## config.mk

```make
export PLATFORM = sky130hd
export DESIGN_NAME = decision_tree_engine
export DESIGN_NICKNAME = d
export VERILOG_FILES = /design/src/rtl/decision_tree_pkg.sv /design/src/rtl/dt_node_eval.sv /design/src/rtl/decision_tree_engine.sv
export SDC_FILE = /design/constraint.sdc
export NUM_CORES = 1
export LEC_CHECK = 0
export CORE_MARGIN = 2
export CORE_UTILIZATION = 47
export CTS_CLUSTER_SIZE = 10
export DETAILED_ROUTE_END_ITERATION = 8
export HOLD_SLACK_MARGIN = 0.05
export MAX_ROUTING_LAYER = met4
export PLACE_DENSITY_LB_ADDON = 0.08
export RECOVER_POWER = 25
export SLEW_MARGIN = 25
export SYNTH_ARGS = -nofsm -noshare
export SYNTH_HDL_FRONTEND = slang
export SYNTH_SLANG_ARGS = --single-unit
```

## constraint.sdc

```tcl
create_clock -name clk -period 3.7 [get_ports clk]
set_input_delay 0.925 -clock clk [delete_from_list [all_inputs] [get_ports clk]]
set_output_delay 0.925 -clock clk [all_outputs]
set_load 0.03 [all_outputs]
```

## src/rtl/decision_tree_pkg.sv

```systemverilog
// decision_tree_pkg: shared types, node word layout helpers and legacy class codes
package decision_tree_pkg;
  typedef enum logic {IDLE, WALK} state_t;
  localparam logic [7:0] CLS_Y1 = 8'd1;
  localparam logic [7:0] CLS_Y2 = 8'd2;
  localparam logic [7:0] CLS_Y3 = 8'd3;
  localparam logic [7:0] CLS_Y4 = 8'd4;
  function automatic int idx_w(int n);
    return n > 2 ? $clog2(n) : 1;
  endfunction
  function automatic int off_left(int aw);
    return aw;
  endfunction
  function automatic int off_thresh(int aw);
    return 2 * aw;
  endfunction
  function automatic int off_fidx(int aw, int fw);
    return 2 * aw + fw;
  endfunction
  function automatic int node_w(int fw, int fiw, int aw);
    return 1 + fiw + fw + 2 * aw;
  endfunction
endpackage

```

## src/rtl/dt_node_eval.sv

```systemverilog
// dt_node_eval: decodes one node word against the latched features
module dt_node_eval import decision_tree_pkg::*; #(
  parameter int FEAT_W = 8,
  parameter int N_FEAT = 4,
  parameter int N_NODES = 16,
  parameter int CLASS_W = 8,
  localparam int FIDX_W = idx_w(N_FEAT),
  localparam int ADDR_W = idx_w(N_NODES),
  localparam int NODE_W = node_w(FEAT_W, FIDX_W, ADDR_W)
) (
  input  logic [NODE_W-1:0]        node,
  input  logic [N_FEAT*FEAT_W-1:0] feat,
  output logic                     is_leaf,
  output logic [CLASS_W-1:0]       cls,
  output logic [ADDR_W-1:0]        nxt,
  output logic                     err
);
  logic [FIDX_W-1:0] fidx;
  logic [FEAT_W-1:0] thr;
  logic [FEAT_W-1:0] fv;
  logic [ADDR_W-1:0] left;
  logic [ADDR_W-1:0] right;
  assign is_leaf = node[NODE_W-1];
  assign fidx = node[off_fidx(ADDR_W, FEAT_W) +: FIDX_W];
  assign thr = node[off_thresh(ADDR_W) +: FEAT_W];
  assign left = node[off_left(ADDR_W) +: ADDR_W];
  assign right = node[ADDR_W-1:0];
  assign cls = thr[CLASS_W-1:0];
  assign nxt = fv < thr ? left : right;
  assign err = !is_leaf && (32'(fidx) >= N_FEAT || 32'(nxt) >= N_NODES);
  always_comb begin
    fv = '0;
    for (int k = 0; k < N_FEAT; k++)
      fv = 32'(fidx) == k ? feat[k*FEAT_W +: FEAT_W] : fv;
  end
endmodule

```

## src/rtl/decision_tree_engine.sv

```systemverilog
// decision_tree_engine: run-time programmable binary decision-tree classifier
module decision_tree_engine import decision_tree_pkg::*; #(
  parameter int FEAT_W = 8,
  parameter int N_FEAT = 4,
  parameter int N_NODES = 16,
  parameter int CLASS_W = 8,
  parameter int MAX_LEVELS = 8,
  localparam int FIDX_W = idx_w(N_FEAT),
  localparam int ADDR_W = idx_w(N_NODES),
  localparam int NODE_W = node_w(FEAT_W, FIDX_W, ADDR_W),
  localparam int LVL_W = idx_w(MAX_LEVELS)
) (
  input  logic                     clk,
  input  logic                     reset,
  input  logic                     start_i,
  input  logic [N_FEAT*FEAT_W-1:0] feat_i,
  input  logic                     cfg_we_i,
  input  logic [ADDR_W-1:0]        cfg_addr_i,
  input  logic [NODE_W-1:0]        cfg_data_i,
  output logic [CLASS_W-1:0]       y_o,
  output logic                     y_valid_o,
  output logic                     err_o,
  output logic                     busy_o
);
  localparam logic [NODE_W-1:0] LEAF0 = {1'b1, {(NODE_W-1){1'b0}}};
  state_t state;
  logic [NODE_W-1:0] tbl [N_NODES];
  logic [N_FEAT*FEAT_W-1:0] feat_q;
  logic [ADDR_W-1:0] node;
  logic [LVL_W-1:0] level;
  logic is_leaf;
  logic ev_err;
  logic [CLASS_W-1:0] cls;
  logic [ADDR_W-1:0] nxt;
  dt_node_eval #(
    .FEAT_W(FEAT_W), .N_FEAT(N_FEAT), .N_NODES(N_NODES), .CLASS_W(CLASS_W)
  ) u_eval (
    .node(tbl[node]), .feat(feat_q), .is_leaf(is_leaf), .cls(cls), .nxt(nxt), .err(ev_err)
  );
  always_ff @(posedge clk) begin
    if (reset) begin
      state <= IDLE;
      y_o <= '0;
      y_valid_o <= 1'b0;
      err_o <= 1'b0;
      busy_o <= 1'b0;
      feat_q <= '0;
      node <= '0;
      level <= '0;
      for (int i = 0; i < N_NODES; i++)
        tbl[i] <= LEAF0;
    end else begin
      y_valid_o <= 1'b0;
      if (cfg_we_i && !busy_o && 32'(cfg_addr_i) < N_NODES)
        tbl[cfg_addr_i] <= cfg_data_i;
      if (state == IDLE) begin
        if (start_i) begin
          state <= WALK;
          busy_o <= 1'b1;
          err_o <= 1'b0;
          feat_q <= feat_i;
          node <= '0;
          level <= '0;
        end
      end else if (is_leaf || ev_err || level == LVL_W'(MAX_LEVELS - 1)) begin
        state <= IDLE;
        busy_o <= 1'b0;
        y_valid_o <= 1'b1;
        err_o <= !is_leaf;
        y_o <= is_leaf ? cls : '0;
      end else begin
        node <= nxt;
        level <= level + 1'b1;
      end
    end
  end
endmodule

```

**After elaboration in Yosys (flattened, before gate mapping)**

Memory sizes are Yosys's and may differ from the RTL's. A register that Yosys moved wholly into a read port is not among the register bits.
Cells that the tools add are included.

- Memories: 1
- RAM bits: 304
- Input port bits: 59
- Output and inout port bits: 11
- Bits in registers: 51

Memories:

| name | words | bits a word | read ports | clocked after Yosys merged registers in | wr ports | line | text |
|---|---|---|---|---|---|---|---|
| tbl | 16 | 19 | 1 | 1 | 16 | decision_tree_engine.sv:27 | `logic [NODE_W-1:0] tbl [N_NODES];` |

- Eq/ne operators: 6
- Reduce and logical (&&, ||, !) cells: 12
- Magnitude comparators: 1
- Bitwise gates (word level): 1
- Add/subtract/negate cells: 1
- Mux-type cells: 32

Operators by type and width:

| cell | number |
|---|---|
| 8-bit two-way mux | 5 |
| 4-bit two-way mux | 7 |
| 19-bit two-way mux | 1 |
| 19-bit OR reduction | 1 |
| 1-bit two-way mux | 16 |
| 3-bit two-way mux | 3 |
| 8-bit < comparator | 1 |
| 2-bit AND reduction | 4 |
| 2-bit equality test, second input constant | 2 |
| 3-bit by 1-bit adder with 3-bit output, second input constant | 1 |
| 3-bit equality test, second input constant | 1 |
| 2-bit by 1-bit equality test with 1-bit output, second input constant | 1 |
| 1-bit zero test | 2 |
| 2-bit zero test | 1 |
| 2-bit by 1-bit inequality test with 1-bit output, second input constant | 1 |
| 2-bit inequality test, second input constant | 1 |
| 2-bit nonzero test | 1 |
| 2-bit OR reduction | 1 |
| 1-bit logical AND | 1 |
| 1-bit logical OR | 1 |
| 1-bit inverter | 1 |

**Longest topological paths before layout**

Gate-level depths: netlist of run 1.

- Depth after elaboration: 11
- Gate-level depth with buffers: 15

**Cells and area by module**

Synthesis of run 1 repeated with hierarchy kept, for this count alone.

- Cell total of the unflattened synthesis: 1,186
- Area total of the unflattened synthesis: 15,587.4 um^2

By module, submodules not included:

| module | sequential area each (um^2) | cells an instance | instances | area each (um^2) |
|---|---|---|---|---|
| decision_tree_engine | 10,229.8 | 1,135 | 1 | 15,045.7 |
| dt_node_eval | 0.0 | 51 | 1 | 541.8 |

**Least setup slack after synthesis of run 1**

Ideal clock, no wire load.

- Kind: reg2reg
- Start point: register with a tool-made name
- End point: register with a tool-made name
- Path buffers: 3
- Stages on the path, launching flop included: 14
- Arrival: 3,568 ps
- Clock period less this slack: 3,645 ps
- Setup slack: 55 ps
- Path through: dfxtp_1 > buf_6 > buf_2 > buf_1 > mux4_2 > mux4_2 > inv_1 > ha_1 > a21o_1 > a21o_1 > a211oi_1 > o21ai_0 > o32a_2 > o211ai_2

==> impl_results.md, run 1 <==
* Total Die Area at 35,700 um^2
* Max cap viols at 0
* Crit path capture type: flip-flop
* Slew margin rel. at 5.07%
* Crit share post-route at between 90% and 100%
* CP Class: reg2reg
* Hold Path Class: reg2reg
* CTS max path bufs at 3
* Most common flop cell mapped by yosys: edfxtp_1
* Fmax at 281 MHz
* Post-DP Area at 17,500 um^2
* Clock Skew at 0.0145 ns
* Sw Ratio at 21.4%
* Detailed Route WL at 42,100 um
* Clock share of power at 42.3%
* Reg power frac at 51.9%
* Final Core Density at 55.6%
* PortBufs at 69
* Global-route wire length before repair at 62,300 um
* Yosys warns at 0
* Number of flops mapped to enable cells by yosys at 304
* Initial antenna violation count at 1
* Yosys reg bits at 359
* Starting Density at 47.9%
* Hold Buf Count CTS at 0
* Die height at 189 um
* Post-synth cell types at 43
* Layout cells sized above 1 at 17.2%
* Top post-synthesis cells by area: edfxtp_1 57%, and2_1 11%, mux4_2 11%
* Area growth syn-to-layout at 16.0%
* CTS root buf: clkbuf_16
* Post-Syn Area at between 15,000 and 20,000 um^2
* Sw power at roughly 1.9 mW
* Most frequent cells in the layout: 304 x edfxtp_1, 247 x and2_1, 78 x mux4_2
* Data arrival, critical path at 4.01 ns
* DRC violations left at 0
* DRT iter0 DRCs at 801
* DP Wirelength at roughly 25,000 um
* Hold path start: node[1]$_SDFFE_PP0P_
* Avg Inst Size Synth at 15.1 um^2
* CTS buffer count at 42
* Worst-margin pin slew at 1.42 ns
* Clk_lat worst skew at between 0.5 and 0.6 ns
* Cell taking the most area after synthesis: edfxtp_1
* Final hold slack at around 0.45 ns
* R2R setup slack at 0.14 ns
* Mapped Nets at 1,137
* # H-tree levels at 2
* Vias/cell at approximately 5.6
* Commonest non-fill, non-tap cell in the layout: edfxtp_1
* Outcome: complete, no violations
* # rows at 67
* Clock slew at reported path FFs at 0.05 ns
* # fillers at 2,710
* Final Max Slew Viols at 0
* Vias at 9,192
* Die Wd at 189 um
* Routed WL per cell at 25.8 um
* TritonCTS clock tree: yes
* Tmin final at 3.56 ns
* RSZ-0062 raised after global routing: false
* DR pass1 iterations at 5
* Total grt overflow at 0
* Req. time, crit path at 4.15 ns
* I/O pin cnt at 70
* Vias in the first global route at 9,318
* Final setup vio count at 0
* Max FO, Critical Path at 8
* Fin area at 18,700 um^2
* Top cell type's share of synthesized area at 56.7%
* GP Congestion at 0.814
* Lkg Pwr at 6.65 nW
* Combinational power share at approximately 6%
* Seq/Total Area, Yosys at 63.5%
* Clock Sinks at 359
* Pwr Density at 472 nW/um^2
* Tot GR Track Use at approximately a quarter
* Max IR drop VDD at 353 uV
* Int Pwr at 6.93 mW
* Synth async-reset ratio at 0%
* Nets at roughly 1,200
* Startpoint class of the critical path: flip-flop
* Core area at 33,600 um^2
* Post-Syn Instances at 1,069
* Final Hold Viols at 0
* DRT antenna net count at 0
* Largest net degree at the start of global routing at 57
==> power groups by stage <==
stage	Combinational [mW]	Sequential (mW)	Clock (mW)
after floorplan	0.256	4.64	0
after global placement	0.514	4.65	0
after detailed placement	0.519	4.66	0
after CTS	0.522	4.57	3.78
after global routing	0.553	4.58	3.94
final	0.516	4.57	3.72
==> metal layers <==
layer	global-route usage [%]	part of all wire, %	up-vias
met1	34.4	45	4741
met2	38.7	47	274
met3	3.87	5.6	63
met4	6.70	1.9	0
met5	-	0	-
li1	-	-	4114
==> kinds of logic (layout without fill, tap and decap cells) <==
logic type | count (synthesis) | in the layout | share of synthesized area, %
buf+inv | 89 | 199 | 2.41
other cells | 0 | 2 | 0
fa+ha+maj | 9 | 9 | 0.700
compound gates | 65 | 65 | 2.75
mux | 111 | 111 | 15.1
simple gates | 436 | 436 | 15.5
flops | 359 | 359 | 63.5
==> what timing repair did <==
action / 4_1_cts / 5_1_grt
endpoints found under the setup margin: 8 / 8
gates resized for setup: 1 / 4
setup buffers: 2 / 0
==> per-stage QoR <==
stage	power [mW]	instances	setup WS [ns]	TNS, ns
2_1_floorplan	4.90	1069	0.0547	0
3_3_place_gp	5.17	1561	0.0439	0
3_5_place_dp	5.18	1561	-0.0166	-0.0549
4_1_cts	8.88	1627	0.0376	0
5_1_grt	9.07	1628	0.00875	0
6_report	8.81	1629	0.136	0
==> cells in the mapped netlist, drive strengths merged, types with 3 or more instances <==
| cell type | count |
|---|---|
| a22o | 8 |
| o211ai | 5 |
| a21oi | 34 |
| buf | 18 |
| ha | 9 |
| mux4 | 97 |
| or3 | 13 |
| nand2 | 74 |
| nand2b | 7 |
| and2 | 289 |
| inv | 15 |
| clkbuf | 56 |
| a22oi | 4 |
| edfxtp | 304 |
| o2111ai | 4 |
| dfxtp | 55 |
| nor3 | 7 |
| nor2b | 3 |
| nor2 | 23 |
| mux2i | 14 |
| or2 | 16 |
==> worst paths after layout <==
check | to | cells after the start
max | flip-flop | 13
min | flip-flop | 2
max reg2reg | flip-flop | 13
min reg2reg | flip-flop | 2
==> worst max-delay path, cell delays in order (launching register included) <==
cell and delay (ns):
dfxtp_4 0.42, mux4_1 0.61, mux2i_4 0.21, mux2i_4 0.16
inv_2 0.11, mux4_2 0.51, ha_1 0.31, nand4_1 0.12
nor2_1 0.06, a211oi_2 0.22, nand3b_1 0.14, nand2b_1 0.16
o32a_2 0.25, o211ai_2 0.19
==> flip-flops by register name (all words and copies together) (netlist names), named ones only <==
signal	count
tbl	304
feat_q	32
y_o	8
node	4
level	3
busy_o	1
err_o	1
state	1
y_valid_o	1
==> final cells by class <==
class	count	area [um^2]	area share, %
clock buffer	63	1190	6.39
clock inverter	1	8.76	0.0469
inverter	15	56.3	0.301
sequential	359	10200	54.8
multi-input combinational	621	5500	29.5
timing repair buffer	120	1110	5.97
antenna	2	5.00	0.0268
tap	448	561	3.00
Note: power is estimated with default switching activity, not from simulation.
==> run 2: changes to the inputs <==
CELL_PAD_IN_SITES_DETAIL_PLACEMENT = 1   (was not set)
CELL_PAD_IN_SITES_GLOBAL_PLACEMENT = 2   (was not set)
CORE_UTILIZATION = 40   (was 47)
==> impl_results.md, run 2 (synthesized netlist as in run 1, its figures left out) <==
* Outcome: complete, no violations
* DP Wirelength at 29,000 um (+15%)
* Routed WL per cell at 27.3 um (+5.8%)
* Tmin final at 3.54 ns (-0.0285 ns)
* CP Class: reg2reg
* Commonest non-fill, non-tap cell in the layout: edfxtp_1
* Crit path capture type: flip-flop
* RSZ-0062 raised after global routing: false
* Starting Density at 40.5% (-7.4 points)
* Max IR drop VDD at 265 uV (-25%)
* Global-route wire length before repair at 68,700 um (+10%)
* Detailed Route WL at 46,800 um (+11%)
* Core area at 39,700 um^2 (+18%)
* I/O pin cnt at 70 (unchanged)
* Die height at 205 um (+8.2%)
* Crit share post-route at 95.6% (-0.77 points)
* CTS max path bufs at 3 (unchanged)
* Most frequent cells in the layout: 304 x edfxtp_1, 227 x and2_1, 78 x mux4_2
* # H-tree levels at 2 (unchanged)
* R2R setup slack at 0.16 ns (+0.03 ns)
* DRT antenna net count at 0 (unchanged)
* DRC violations left at 0 (unchanged)
* Worst-margin pin slew at 1.44 ns (+0.0193 ns)
* Multi-input gate area at 5500 um^2 (about the same)
* Final setup vio count at 0 (unchanged)
* Total Die Area at 41,900 um^2 (+17%)
* # rows at 73 (+9.0%)
* Worst Hold Depth at 2 (unchanged)
* Vias/cell at 5.42 (-3.9%)
* Clock Skew at 0.0127 ns (-0.00177 ns)
* Vias at 9,281 (+0.97%)
* Req. time, crit path at 4.17 ns (+0.02 ns)
* Final Hold Viols at 0 (unchanged)
* Hold path start: node[1]$_SDFFE_PP0P_
* Final Max Slew Viols at 0 (unchanged)
* Initial antenna violation count at 3 (+2)
* Max reg flops at 304 (unchanged)
* Flip-flop and latch area at 10,200 um^2 (unchanged)
* Pwr Density at 472 nW/um^2 (about the same)
* PortBufs at 69 (unchanged)
* CTS buffer count at 42 (unchanged)
* Largest net degree at the start of global routing at 57 (unchanged)
* CTS root buf: clkbuf_16
* Slew margin rel. at 3.78% (-1.3 points)
* Tot GR Track Use at 23.9% (-0.98 points)
* Clock slew at reported path FFs at 0.06 ns (about the same)
* Vias in the first global route at 9,952 (+6.8%)
* Power, Total at 8.91 mW (+1.1%)
* Die Wd at 205 um (+8.2%)
* Data arrival, critical path at 4.01 ns (about the same)
* Top reg by flops: tbl
* Fmax at 283 MHz (+0.81%)
* FF-to-FF path depth at 12 (-1)
* Max cap viols at 0 (unchanged)
* GP Congestion at 0.824 (+1.2%)
* TritonCTS clock tree: yes
* Hold Crit Endpoint: node[1]$_SDFFE_PP0P_
* ANT cells at 0 (-2)
* Hold Path Class: reg2reg
* # fillers at 3,859 (+42%)
* Max FO, Critical Path at 9 (+1)
* Area growth syn-to-layout at 17.2%
* Lkg Pwr at 6.69 nW (+0.62%)
* Startpoint class of the critical path: flip-flop
* Total grt overflow at 0 (unchanged)
* Final hold slack at 0.449 ns (-0.000285 ns)
* Largest regs: tbl: 304 flops, feat_q: 32 flops, y_o: 8 flops
* Layout cells sized above 1 at 18.0% (+0.74 points)
* Nets at 1,234 (+0.57%)
* Clock Sinks at 359 (unchanged)
* Hold Buf Count CTS at 0 (unchanged)
* Clk_lat worst skew at 0.56 ns (+0.02 ns)
* DR pass1 iterations at 5 (unchanged)
* DRT iter0 DRCs at 673 (-16%)
## run 2: changes by cell type in the layout (fill, tap and decap cells not counted), sizes merged
cell,before,now
buf,41,51
clkbuf,74,71
diode,2,0
clkdlybuf4s50,66,65
dlygate4sd3,2,3
## run 2: metrics by stage
step	cell area, um^2	instances	worst slack, ns	util, %	TNS [ns]
after global placement	17700	1643	0.0610	44.4	0
after detailed placement	17700	1643	-0.0316	44.4	-0.182
after floorplan	16100	1069	0.0547	-	0
after CTS	18900	1710	0.0404	47.5	0
final	18900	1711	0.164	47.5	0
after global routing	18900	1711	0.0137	47.5	0
## run 2: routing by layer
metal / global-route usage [%] / vias up / wire [um]
li1: - / 4127 / -
met1: 30.5 / 4871 / 20100
met2: 39.9 / 219 / 23600
met3: 3.42 / 64 / 2160
met4: 6.63 / 0 / 924
met5: - / - / 0
## run 2: where the power goes
group | internal, mW | switching, mW
logic | 0.209 | 0.319
registers | 4.52 | 0.0542
clock network | 2.22 | 1.59
## run 2: worst max-delay path by stage
| stage | endpoint | startpoint | slack, ns | cells past startpoint |
|---|---|---|---|---|
| finish | flip-flop | flip-flop | 0.16 | 12 |
| CTS | flip-flop | flip-flop | 0.04 | 12 |
| detailed placement | flip-flop | flip-flop | -0.03 | 12 |
| global route | flip-flop | flip-flop | 0.01 | 13 |
| floorplan | flip-flop | flip-flop | 0.05 | 13 |
| global placement | flip-flop | flip-flop | 0.06 | 12 |
## run 2: cell type report
class	instances	share of cell area, %
sequential	359	54.3
multi-input combinational	621	29.2
clock buffer	63	6.38
timing repair buffer	127	6.38
tap	525	3.48
inverter	15	0.299
clock inverter	1	0.0265
## run 2: critical path: stages (launching register included)
cell      delay [ns]
dfxtp_4         0.43
mux4_1          0.62
mux2i_4         0.18
mux2i_4         0.12
buf_4           0.16
mux4_1          0.45
ha_1            0.31
a21oi_1         0.15
nor2_1          0.07
a211oi_2        0.23
o21ai_1         0.14
o32a_2          0.41
o211ai_2        0.19
## run 2: timing repair
action	in CTS	in global routing
endpoints found under the setup margin	8	8
gates resized for setup	1	4
endpoints found under the hold margin	0	0
setup buffers	3	1
==> run 3: changes to the inputs <==
CORE_UTILIZATION = 42   (was 40)
DONT_BUFFER_PORTS = 1   (was not set)
MAX_ROUTING_LAYER = not set   (was met4)
==> impl_results.md, run 3 (synthesized netlist as in run 1, its figures left out) <==
* Outcome: finished with violations
* Violated checks: max-capacitance violations, max-slew violations
* Crit path capture type: flip-flop
* CTS buffer count at 43 (+2.4%)
* Nets at 1,173 (-4.9%)
* Largest net degree at the start of global routing at 58 (+1.8%)
* DRC violations left at 0 (unchanged)
* Final setup vio count at 0 (unchanged)
* DRT antenna net count at 0 (unchanged)
* I/O pin cnt at 70 (unchanged)
* CP Class: reg2reg
* Dpl cells at 1,566 (-4.7%)
* Initial antenna violation count at 2 (-1)
* Global-route wire length before repair at 66,200 um (-3.6%)
* CTS root buf: clkbuf_16
* DP Wirelength at 27,500 um (-5.4%)
* Slew margin rel. at -4.05% (-7.8 points)
* Fmax at 277 MHz (-1.9%)
* Largest regs: tbl: 304 flops, feat_q: 32 flops, y_o: 8 flops
* Tmin final at 3.60 ns (+0.0689 ns)
* Max IR drop VDD at 353 uV (+33%)
* Die height at 200 um (-2.4%)
* Final Hold Viols at 0 (unchanged)
* # rows at 71 (-2.7%)
* Total Die Area at 39,900 um^2 (-4.7%)
* TritonCTS clock tree: yes
* Max reg flops at 304 (unchanged)
* Area growth syn-to-layout at 13.0%
* Clock Sinks at 359 (unchanged)
* Routed WL per cell at 27.9 um (+2.2%)
* GP Congestion at 0.768 (-6.8%)
* Clk_lat worst skew at 0.56 ns (about the same)
* Startpoint class of the critical path: flip-flop
* Top reg by flops: tbl
* Vias in the first global route at 9,540 (-4.1%)
* Pwr Density at 478 nW/um^2 (+1.3%)
* Data arrival, critical path at 4.07 ns (+0.06 ns)
* Worst-margin pin slew at 1.56 ns (+0.118 ns)
* Final Max Slew Viols at 20 (+20)
* Max cap viols at 1 (+1)
* DR pass1 iterations at 5 (unchanged)
* Detailed Route WL at 45,700 um (-2.2%)
* Max FO, Critical Path at 6 (-3)
* Tot GR Track Use at 23.8% (-0.094 points)
* Clock Skew at 0.0135 ns (+0.000727 ns)
* TNS Setup at 0 ns (unchanged)
* Crit share post-route at 97.4% (+1.9 points)
* Clock slew at reported path FFs at 0.06 ns (about the same)
* Die Wd at 200 um (-2.4%)
* Lkg Pwr at 6.45 nW (-3.6%)
* Core area at 37,700 um^2 (-5.2%)
* DRT iter0 DRCs at 704 (+4.6%)
* Most frequent cells in the layout: 304 x edfxtp_1, 244 x and2_1, 81 x mux4_2
* Total grt overflow at 0 (unchanged)
* Vias/cell at 5.51 (+1.7%)
* # fillers at 3,700 (-4.1%)
* Post-route insts no fill at 1,637 (-4.3%)
* Hold Path Class: in2reg
* CTS max path bufs at 3 (unchanged)
* Final Core Density at 48.3% (+0.83 points)
* Fin area at 18,200 um^2 (-3.5%)
* Post-DP Area at 17,000 um^2 (-3.8%)
* Layout cells sized above 1 at 20.6% (+2.7 points)
* # H-tree levels at 2 (unchanged)
* Commonest non-fill, non-tap cell in the layout: edfxtp_1
* PortBufs at 0 (-100%)
* Req. time, crit path at 4.17 ns (about the same)
* Starting Density at 42.7% (+2.2 points)
* Vias at 9,027 (-2.7%)
-- run 3: changes by cell type in the layout (fill, tap and decap cells not counted), moves of 3 or more --
| cell | delta |
|---|---|
| and2_0 | -17 |
| and2_1 | +17 |
| buf_12 | -3 |
| buf_4 | +5 |
| buf_6 | +4 |
| clkdlybuf4s50_1 | -65 |
| dlygate4sd3_1 | -3 |
| mux4_1 | -3 |
| mux4_2 | +3 |
| nor2_1 | -3 |
| nor2_2 | +3 |
-- run 3: worst paths after layout --
check / start / to / slack (ns) / cells after the start
worst max register to register: flip-flop / flip-flop / 0.1 / 15
worst min-delay path: reset / err_o$_SDFFE_PP0P_ / 0.43 / 1
worst min register to register: node[1]$_SDFFE_PP0P_ / flip-flop / 0.44 / 2
worst max-delay path: flip-flop / flip-flop / 0.1 / 15
-- run 3: per-stage QoR --
| step | total power, mW | worst slack [ns] | hold slack, ns |
|---|---|---|---|
| after detailed placement | 5.08 | -0.106 | 0.437 |
| after global placement | 5.07 | 0.0495 | 0.433 |
| after global routing | 8.95 | -0.0253 | 0.418 |
| after CTS | 8.79 | 0.0294 | 0.399 |
| final | 8.70 | 0.0953 | 0.434 |
| after floorplan | 4.90 | 0.0547 | 0.420 |
-- run 3: final cells by class --
class	count	area, um^2	area share [%]
sequential	359	10200	56.3
tap	511	639	3.51
inverter	15	56.3	0.309
timing repair buffer	65	557	3.06
clock buffer	61	1140	6.29
clock inverter	4	21.3	0.117
antenna	1	2.50	0.0138
multi-input combinational	621	5540	30.4
-- run 3: critical path, cell delays in order, from the launching register on --
cell      delay, ns
dfxtp_4        0.41
buf_6          0.16
buf_8          0.15
buf_6          0.11
mux4_2         0.48
mux4_2         0.51
inv_2          0.07
ha_1           0.23
a21o_1         0.17
a21o_1         0.18
a211oi_2       0.22
buf_4          0.15
nand3b_1       0.10
nand2b_4       0.16
o32a_4         0.26
o211ai_2       0.16
-- run 3: where the power goes --
part	switching [mW]	total [mW]	internal (mW)
clock	1.59	3.71	2.12
combinational	0.253	0.408	0.155
sequential	0.0605	4.59	4.52
-- run 3: what timing repair did --
| item | CTS | global route |
|---|---|---|
| pin swaps | 1 | 4 |
| buffers inserted | 1 | 4 |
| hold endpoints to repair | 0 | 0 |
| hold buffers | 0 | 0 |
| endpoints found under the setup margin | 8 | 8 |
| resized for setup | 13 | 8 |
-- run 3: layer usage --
metal | track usage, % | wire (um) | vias to the layer above
li1 | - | - | 3997
met1 | 32.4 | 20200 | 4708
met2 | 39.2 | 21900 | 248
met3 | 3.83 | 2330 | 74
met4 | 7.76 | 1250 | 0
met5 | 0 | 0 | -
